$ cat src/rtl/seq_divider.sv
// Iterative restoring unsigned divider.
// One quotient bit per clock, start/done handshake.
module seq_divider #(
  parameter int WIDTH = 8
) (
  input  logic             clk,
  input  logic             rst,
  input  logic             start,
  input  logic [WIDTH-1:0] a,
  input  logic [WIDTH-1:0] b,
  output logic             busy,
  output logic             done,
  output logic [WIDTH-1:0] quotient,
  output logic [WIDTH-1:0] remainder,
  output logic             div_by_zero
);

  localparam int CW = $clog2(WIDTH + 1);

  typedef enum logic [1:0] {
    S_IDLE,
    S_RUN,
    S_DONE
  } state_t;

  state_t           state_q, state_d;
  logic [WIDTH-1:0] dvd_q, dvd_d;
  logic [WIDTH-1:0] dvs_q, dvs_d;
  logic [WIDTH-1:0] rem_q, rem_d;
  logic [CW-1:0]    cnt_q, cnt_d;
  logic [WIDTH-1:0] quo_q, quo_d;
  logic [WIDTH-1:0] rout_q, rout_d;
  logic             dbz_q, dbz_d;
  logic             busy_q, busy_d;
  logic             done_q, done_d;

  // The running remainder never reaches the divisor, so WIDTH bits
  // hold it; the shifted value and the trial need one extra bit.
  logic [WIDTH:0]   shifted;
  logic [WIDTH:0]   trial;
  logic             qbit;
  logic [WIDTH-1:0] rem_nx;
  logic [WIDTH-1:0] dvd_nx;

  // One restoring step: shift in the next dividend bit, try subtract.
  always_comb begin
    shifted = {rem_q, dvd_q[WIDTH-1]};
    trial   = shifted - {1'b0, dvs_q};
    qbit    = ~trial[WIDTH];
    rem_nx  = qbit ? trial[WIDTH-1:0] : shifted[WIDTH-1:0];
    dvd_nx  = {dvd_q[WIDTH-2:0], qbit};
  end

  // Next-state, datapath and registered-output computation.
  always_comb begin
    state_d = state_q;
    dvd_d   = dvd_q;
    dvs_d   = dvs_q;
    rem_d   = rem_q;
    cnt_d   = cnt_q;
    quo_d   = quo_q;
    rout_d  = rout_q;
    dbz_d   = dbz_q;
    unique case (state_q)
      S_IDLE, S_DONE: begin
        if (start) begin
          dvd_d   = a;
          dvs_d   = b;
          rem_d   = '0;
          cnt_d   = '0;
          dbz_d   = 1'b0;
          state_d = S_RUN;
        end else begin
          state_d = S_IDLE;
        end
      end
      S_RUN: begin
        if (dvs_q == '0) begin
          quo_d   = '1;
          rout_d  = dvd_q;
          dbz_d   = 1'b1;
          state_d = S_DONE;
        end else begin
          rem_d = rem_nx;
          dvd_d = dvd_nx;
          cnt_d = cnt_q + CW'(1);
          if (cnt_q == CW'(WIDTH - 1)) begin
            quo_d   = dvd_nx;
            rout_d  = rem_nx;
            dbz_d   = 1'b0;
            state_d = S_DONE;
          end
        end
      end
      default: state_d = S_IDLE;
    endcase
    busy_d = (state_d == S_RUN);
    done_d = (state_d == S_DONE);
  end

  // State and output registers; reset aborts any division.
  always_ff @(posedge clk) begin
    if (rst) begin
      state_q <= S_IDLE;
      dvd_q   <= '0;
      dvs_q   <= '0;
      rem_q   <= '0;
      cnt_q   <= '0;
      quo_q   <= '0;
      rout_q  <= '0;
      dbz_q   <= 1'b0;
      busy_q  <= 1'b0;
      done_q  <= 1'b0;
    end else begin
      state_q <= state_d;
      dvd_q   <= dvd_d;
      dvs_q   <= dvs_d;
      rem_q   <= rem_d;
      cnt_q   <= cnt_d;
      quo_q   <= quo_d;
      rout_q  <= rout_d;
      dbz_q   <= dbz_d;
      busy_q  <= busy_d;
      done_q  <= done_d;
    end
  end

  assign busy        = busy_q;
  assign done        = done_q;
  assign quotient    = quo_q;
  assign remainder   = rout_q;
  assign div_by_zero = dbz_q;

endmodule

$ cat config.mk
export PLATFORM = sky130hd
export DESIGN_NAME = seq_divider
export DESIGN_NICKNAME = d
export VERILOG_FILES = /design/src/rtl/seq_divider.sv
export SDC_FILE = /design/constraint.sdc
export NUM_CORES = 1
export LEC_CHECK = 0
export CAP_MARGIN = 20
export CELL_PAD_IN_SITES_DETAIL_PLACEMENT = 1
export CELL_PAD_IN_SITES_GLOBAL_PLACEMENT = 2
export CORE_UTILIZATION = 35
export CTS_CLUSTER_SIZE = 28
export DETAILED_ROUTE_END_ITERATION = 12
export HOLD_SLACK_MARGIN = 0.1
export PLACE_DENSITY = 0.83
export RECOVER_POWER = 50
export SETUP_SLACK_MARGIN = 0.4
export SYNTH_ARGS = -nofsm -noshare
export SYNTH_HDL_FRONTEND = slang
export SYNTH_SLANG_ARGS = --single-unit
export TNS_END_PERCENT = 20
$ cat constraint.sdc
create_clock -name clk -period 4.4 [get_ports clk]
set_input_delay 0.88 -clock clk [delete_from_list [all_inputs] [get_ports clk]]
set_output_delay 0.88 -clock clk [all_outputs]
set_load 0.05 [all_outputs]
-- Word-level counts from Yosys, hierarchy flattened
Index checks and enable logic that the tools add are counted.
- register bits: 49
- logic and storage cells: 52
- input port bits: 19
- output and inout bits: 19
- reduce and logical (&&, ||, !) cells: 9
- eq/ne operators: 8
- multiplexer cells: 22
- bitwise gates (word level): 1
- add/subtract/negate cells: 2
- operators with widths (kind ; number):
    8-bit 2-to-1 mux ; 9
    8-bit one-hot mux with 2 select lines ; 2
    9-bit by 8-bit subtractor with 9-bit output ; 1
    8-bit logical NOT ; 1
    4-bit 2-to-1 mux ; 2
    4-bit one-hot mux with 2 select lines ; 1
    3-bit AND reduction ; 2
    4-bit by 1-bit adder with 4-bit output, second input constant ; 1
    2-bit by 1-bit == test with 1-bit output, second input constant ; 2
    2-bit == test, second input constant ; 2
    4-bit by 3-bit == test with 1-bit output, second input constant ; 1
    1-bit 2-to-1 mux ; 4
    2-bit 2-to-1 mux ; 2
    2-bit inequality test, second input constant ; 2
    2-bit one-hot mux with 2 select lines ; 1
    2-bit AND reduction ; 2
    2-bit nonzero test ; 2
    3-bit inequality test, second input constant ; 1
    2-bit logical NOT ; 1
    1-bit one-hot mux with 2 select lines ; 1
    2-bit OR reduction ; 1
    1-bit inverter ; 1

-- Longest topological paths before layout
- word-level depth: 5
- depth in mapped cells: 10
- gate-level depth less buffers: 9

-- Worst setup path before layout
OpenSTA, ideal clock, no wires.
- path type: flip-flop to flip-flop
- from: register dvd_q[7]
- to: register rout_q[2] (netlist: remainder[2])
- data required time: 4265 ps
- library setup time: 135 ps
- path slack: 2101 ps
- arrival time: 2164 ps
- cell stages (with the launch flop): 10
- period minus slack after synthesis: 2299 ps
- buffers on the path: 0
- path through: dfxtp_1 > inv_1 > ha_1 > inv_1 > fa_1 > a211oi_4 > o211ai_2 > a2111oi_0 > a211o_1 > a31oi_1
- cells in the longest elaborated chain, start to end: 4
- RTL lines (what ; RTL line ; source):
    start: declaration ; 27 ; logic [WIDTH-1:0] dvd_q, dvd_d;
    start signal: assignment ; 116 ; dvd_q <= dvd_d;
    9-bit by 8-bit subtractor with 9-bit output ; 48 ; trial = shifted - {1'b0, dvs_q};
    8-bit 2-to-1 mux ; 50 ; rem_nx = qbit ? trial[WIDTH-1:0] : shifted[WIDTH-1:0];
    8-bit 2-to-1 mux ; 87 ; if (cnt_q == CW'(WIDTH - 1)) begin
    8-bit 2-to-1 mux ; 78 ; if (dvs_q == '0) begin
    end signal: assignment ; 121 ; rout_q <= rout_d;
    end: declaration ; 32 ; logic [WIDTH-1:0] rout_q, rout_d;
Every way passes these cells. The select of a mux whose other input is x is not followed.
A chain may end at the register's enable or synchronous reset.

-- Worst setup path in the final report
- from: register dvs_q[6]
- to: register dvd_q[0]
- cells in the longest elaborated chain, start to end: 4
- elaborated cells between the ends (all ways): 7
- classes of those cells: add/sub: 1; eq/ne: 1; mux: 2; bitwise: 1; reduce/logical: 2
- RTL lines (what ; RTL line ; source):
    start: declaration ; 28 ; logic [WIDTH-1:0] dvs_q, dvs_d;
    start signal: assignment ; 117 ; dvs_q <= dvs_d;
    9-bit by 8-bit subtractor with 9-bit output ; 48 ;
    1-bit inverter ; 49 ; qbit = ~trial[WIDTH];
    8-bit 2-to-1 mux ; 78 ;
    8-bit one-hot mux with 2 select lines ; 64 ; unique case (state_q)
Parallel ways exist; a longest one is shown, timed or not. The select of a mux whose other input is x is not followed.

==> insert_results.sql <==
INSERT INTO impl_metrics (metric_group, metric, value, unit) VALUES
('sta', 'setup-tns-final', '0', 'ns'),
('outcome', 'violations', 'capacitance limit, slew limit', ''),
('sta', 'timing.max_slew.rel_slack', '-23.4', '%'),
('power', 'p_per_area', '409', 'mW/mm^2'),
('sta', 'worst_clock_skew', '0.0166', 'ns'),
('synth', 'cell_variety_after_synth', '55', ''),
('setup_path', 'timing.critical_path.to_type', 'flop', ''),
('synth', 'syn-num-nets', '370', ''),
('finish', 'layout.cells.non_filler', '466', ''),
('sta', 'final_max_slew_viol_count', '18', ''),
('synth', 'synth_top_flop_cell', 'sky130_fd_sc_hd__dfxtp_1', ''),
('route', 'detail_route.vias_per_cell', '5.48', ''),
('worst_hold_path', 'min_delay_worst_endpoint', 'cnt_q[1]$_SDFFE_PP0P_', ''),
('finish', 'fin_nets', '395', ''),
('setup_path', 'crit_cells', '4', ''),
('route', 'drt-pass1-iter-count', '4', ''),
('place', 'finalWeightedCongestion', '0.757', ''),
('clocking', 'clk_latency', '0.31', 'ns'),
('setup_path', 'worstPathMaxFanout', '17', ''),
('route', 'drt-wirelength-per-cell', '17.0', 'microns'),
('outcome', 'run_status', 'finished with violations', ''),
('route', 'finalWirelength', '7.93', 'mm'),
('clocking', 'cts_buffers', '5', ''),
('clocking', 'holdBufCountCts', '0', ''),
('setup_path', 'r2r_setup_slack', '1.49', 'ns'),
('sta', 'unrepaired_setup_endpoints_after_global_routing', 'no', ''),
('place', 'place.detailed.hpwl', '6.02', 'mm'),
('power', 'power.static_leakage', '1.20', 'nW'),
('global_routing', 'antenna_found_initial', '0', ''),
('setup_path', 'slowest_delay', '0.78', 'ns'),
('clocking', 'clockBufferDepth', '2', ''),
('synth', 'netlist_instances', '341', ''),
('setup_path', 'critPathBufInv', '0', ''),
('finish', 'leading_cell_types_in_the_layout_fill_and_taps_excluded', '52 x sky130_fd_sc_hd__nand2_1, 49 x sky130_fd_sc_hd__dfxtp_1, 33 x sky130_fd_sc_hd__nor2_1', ''),
('clocking', 'clk_pin_slew_worst_paths', '0.11', 'ns'),
('finish', 'fin_util', '43.3', '%'),
('synth', 'edff_count_synth', '0', ''),
('worst_hold_path', 'hold_path_startpoint', 'cnt_q[1]$_SDFFE_PP0P_', ''),
('synth', 'postSynthRegisterBits', '49', ''),
('place', 'port_buffers', '37', ''),
('setup_path', 'worst_path_dominant_cell_family', 'compound AO/OA/AOI/OAI gates', ''),
('synth', 'synth_async_sr_flop_share', '0', '%'),
('setup_path', 'r2r_cells', '4', ''),
('synth', 'synth.yosys.seq_area_share', '35.8', '%'),
('run', 'timing.max_cap.violations', '1', ''),
('synth', 'synthesis.area_per_instance', '8.03', 'sq um'),
('floorplan', 'pin_count', '38', ''),
('setup_path', 'timing.rr.start', 'dvs_q[6]$_SDFFE_PP0P_', ''),
('floorplan', 'core_area', '0.00741', 'sq mm'),
('setup_path', 'worstSetupStartpointType', 'flop', ''),
('setup_path', 'worstPathCellList', 'or4_1, nor2_1, o21ai_0, o211a_1', ''),
('finish', 'final_area', '0.00321', 'sq mm'),
('global_routing', 'grt_first_pass_wirelength', '13.3', 'mm'),
('worst_hold_path', 'holdCritPathClass', 'reg -> reg', ''),
('worst_hold_path', 'worst_hold_path.num_cells', '2', ''),
('setup_path', 'timing.critical_path.required', '4.60', 'ns'),
('finish', 'mostFrequentLayoutCell', 'sky130_fd_sc_hd__nand2_1', ''),
('clocking', 'clock_tree.root_cell', 'sky130_fd_sc_hd__clkbuf_8', ''),
('floorplan', 'die-width', '90.5', 'microns'),
('synth', 'mappedNetlistArea', '0.00274', 'sq mm'),
('setup_path', 'cpMaxStageDelayCell', 'sky130_fd_sc_hd__o21ai_0', ''),
('route', 'residual_drc_count', '0', ''),
('finish', 'share_of_layout_cells_above_drive_strength_1', '5.99', '%'),
('route', 'antenna_nets_post_route', '0', ''),
('finish', 'antenna-diode-count', '0', ''),
('route', 'drt_first_iter_violations', '95', ''),
('sta', 'finalSetupViolations', '0', ''),
('synth', 'synth-warning-count', '0', ''),
('clocking', 'clock_sinks', '49', ''),
('sta', 'max_freq', '0.344', 'GHz'),
('setup_path', 'critical_path_class', 'reg -> reg', '');
how the worst max path moves through the flow:
stage | slack, ns | to | startpoint
CTS | 1.57 | rem_q[1]$_SDFFE_PP0P_ | dvd_q[7]$_SDFFE_PP0P_
global route | 1.19 | dvd_q[1]$_SDFFE_PP0P_ | dvs_q[6]$_SDFFE_PP0P_
global placement | 1.57 | remainder[5]$_SDFFE_PP0P_ | rst
detailed placement | 1.45 | remainder[5]$_SDFFE_PP0P_ | rst
floorplan | 2.10 | remainder[2]$_SDFFE_PP0P_ | dvd_q[7]$_SDFFE_PP0P_
finish | 1.49 | dvd_q[0]$_SDFFE_PP0P_ | dvs_q[6]$_SDFFE_PP0P_
registers in the layout (all words and copies together) (netlist names):
register	count
busy	1
cnt_q	4
div_by_zero	1
done	1
dvd_q	8
dvs_q	8
quotient	8
rem_q	8
remainder	8
state_q	2
stage by stage:
step | hold slack, ns | total power [mW] | setup WS, ns
final | 0.490 | 1.31 | 1.49
after global routing | 0.514 | 1.39 | 1.19
after CTS | 0.494 | 1.33 | 1.57
after detailed placement | 0.480 | 1.04 | 1.45
after global placement | 0.475 | 1.03 | 1.57
after floorplan | 0.449 | 0.913 | 2.10
synth_stat cells (all sizes together), types with 2 or more instances:
cell / n / area (sq um)
dfxtp: 49 / 981
nand3: 8 / 40.0
nor2: 33 / 140
xor2: 5 / 43.8
nand2: 52 / 195
a32oi: 3 / 26.3
inv: 14 / 52.6
o221a: 2 / 22.5
mux2i: 2 / 20.0
o21ai: 23 / 126
nor2b: 3 / 18.8
a21oi: 30 / 158
buf: 7 / 60.1
ha: 9 / 113
nor3b: 2 / 15.0
a311oi: 10 / 93.8
a211oi: 7 / 77.6
clkbuf: 15 / 57.6
a211o: 2 / 17.5
nor4: 2 / 12.5
o2111ai: 2 / 17.5
nor3: 12 / 60.1
o211ai: 6 / 60.1
nand4: 9 / 56.3
or4: 2 / 15.0
o31ai: 2 / 15.0
nand2b: 3 / 18.8
o211a: 3 / 30.0
o22ai: 7 / 43.8
layer usage:
layer,track usage (%),share of wire [%],vias to the layer above
met4,3.36,0.58,0
met2,34.1,47,28
met5,0,0,-
met1,27.3,50,1231
met3,3.20,2.2,5
li1,-,-,1292
area by class of cell:
type / count / area, sq um
clock buffer: 6 / 82.6
clock inverter: 2 / 16.3
fill: 939 / 4200
inverter: 14 / 52.6
multi-input combinational: 256 / 1560
sequential: 49 / 981
tap: 99 / 124
timing repair buffer: 40 / 389
worst reg2reg max path: stages, from the launching register on:
cell and delay, ns:
sky130_fd_sc_hd__dfxtp_1 0.35, sky130_fd_sc_hd__or4_1 0.65, sky130_fd_sc_hd__nor2_1 0.53, sky130_fd_sc_hd__o21ai_0 0.78
sky130_fd_sc_hd__o211a_1 0.48
cell families (layout without fill, tap and decap cells):
logic type	Yosys count	in the layout	share of synthesized area [%]
and+or+nand+nor	133	133	22.9
buffers and inverters	36	62	6.21
muxes	3	3	1.14
adders and majority gates	10	10	4.84
xor gates and xnor gates	6	6	1.92
DFF	49	49	35.8
AOI/OAI and AO/OA	104	104	27.2
power breakdown:
part	total [mW]	internal, mW	switching, mW
Combinational	0.499	0.172	0.327
Clock	0.294	0.130	0.165
Sequential	0.517	0.481	0.0359
Note: power is estimated with default switching activity, not from simulation.
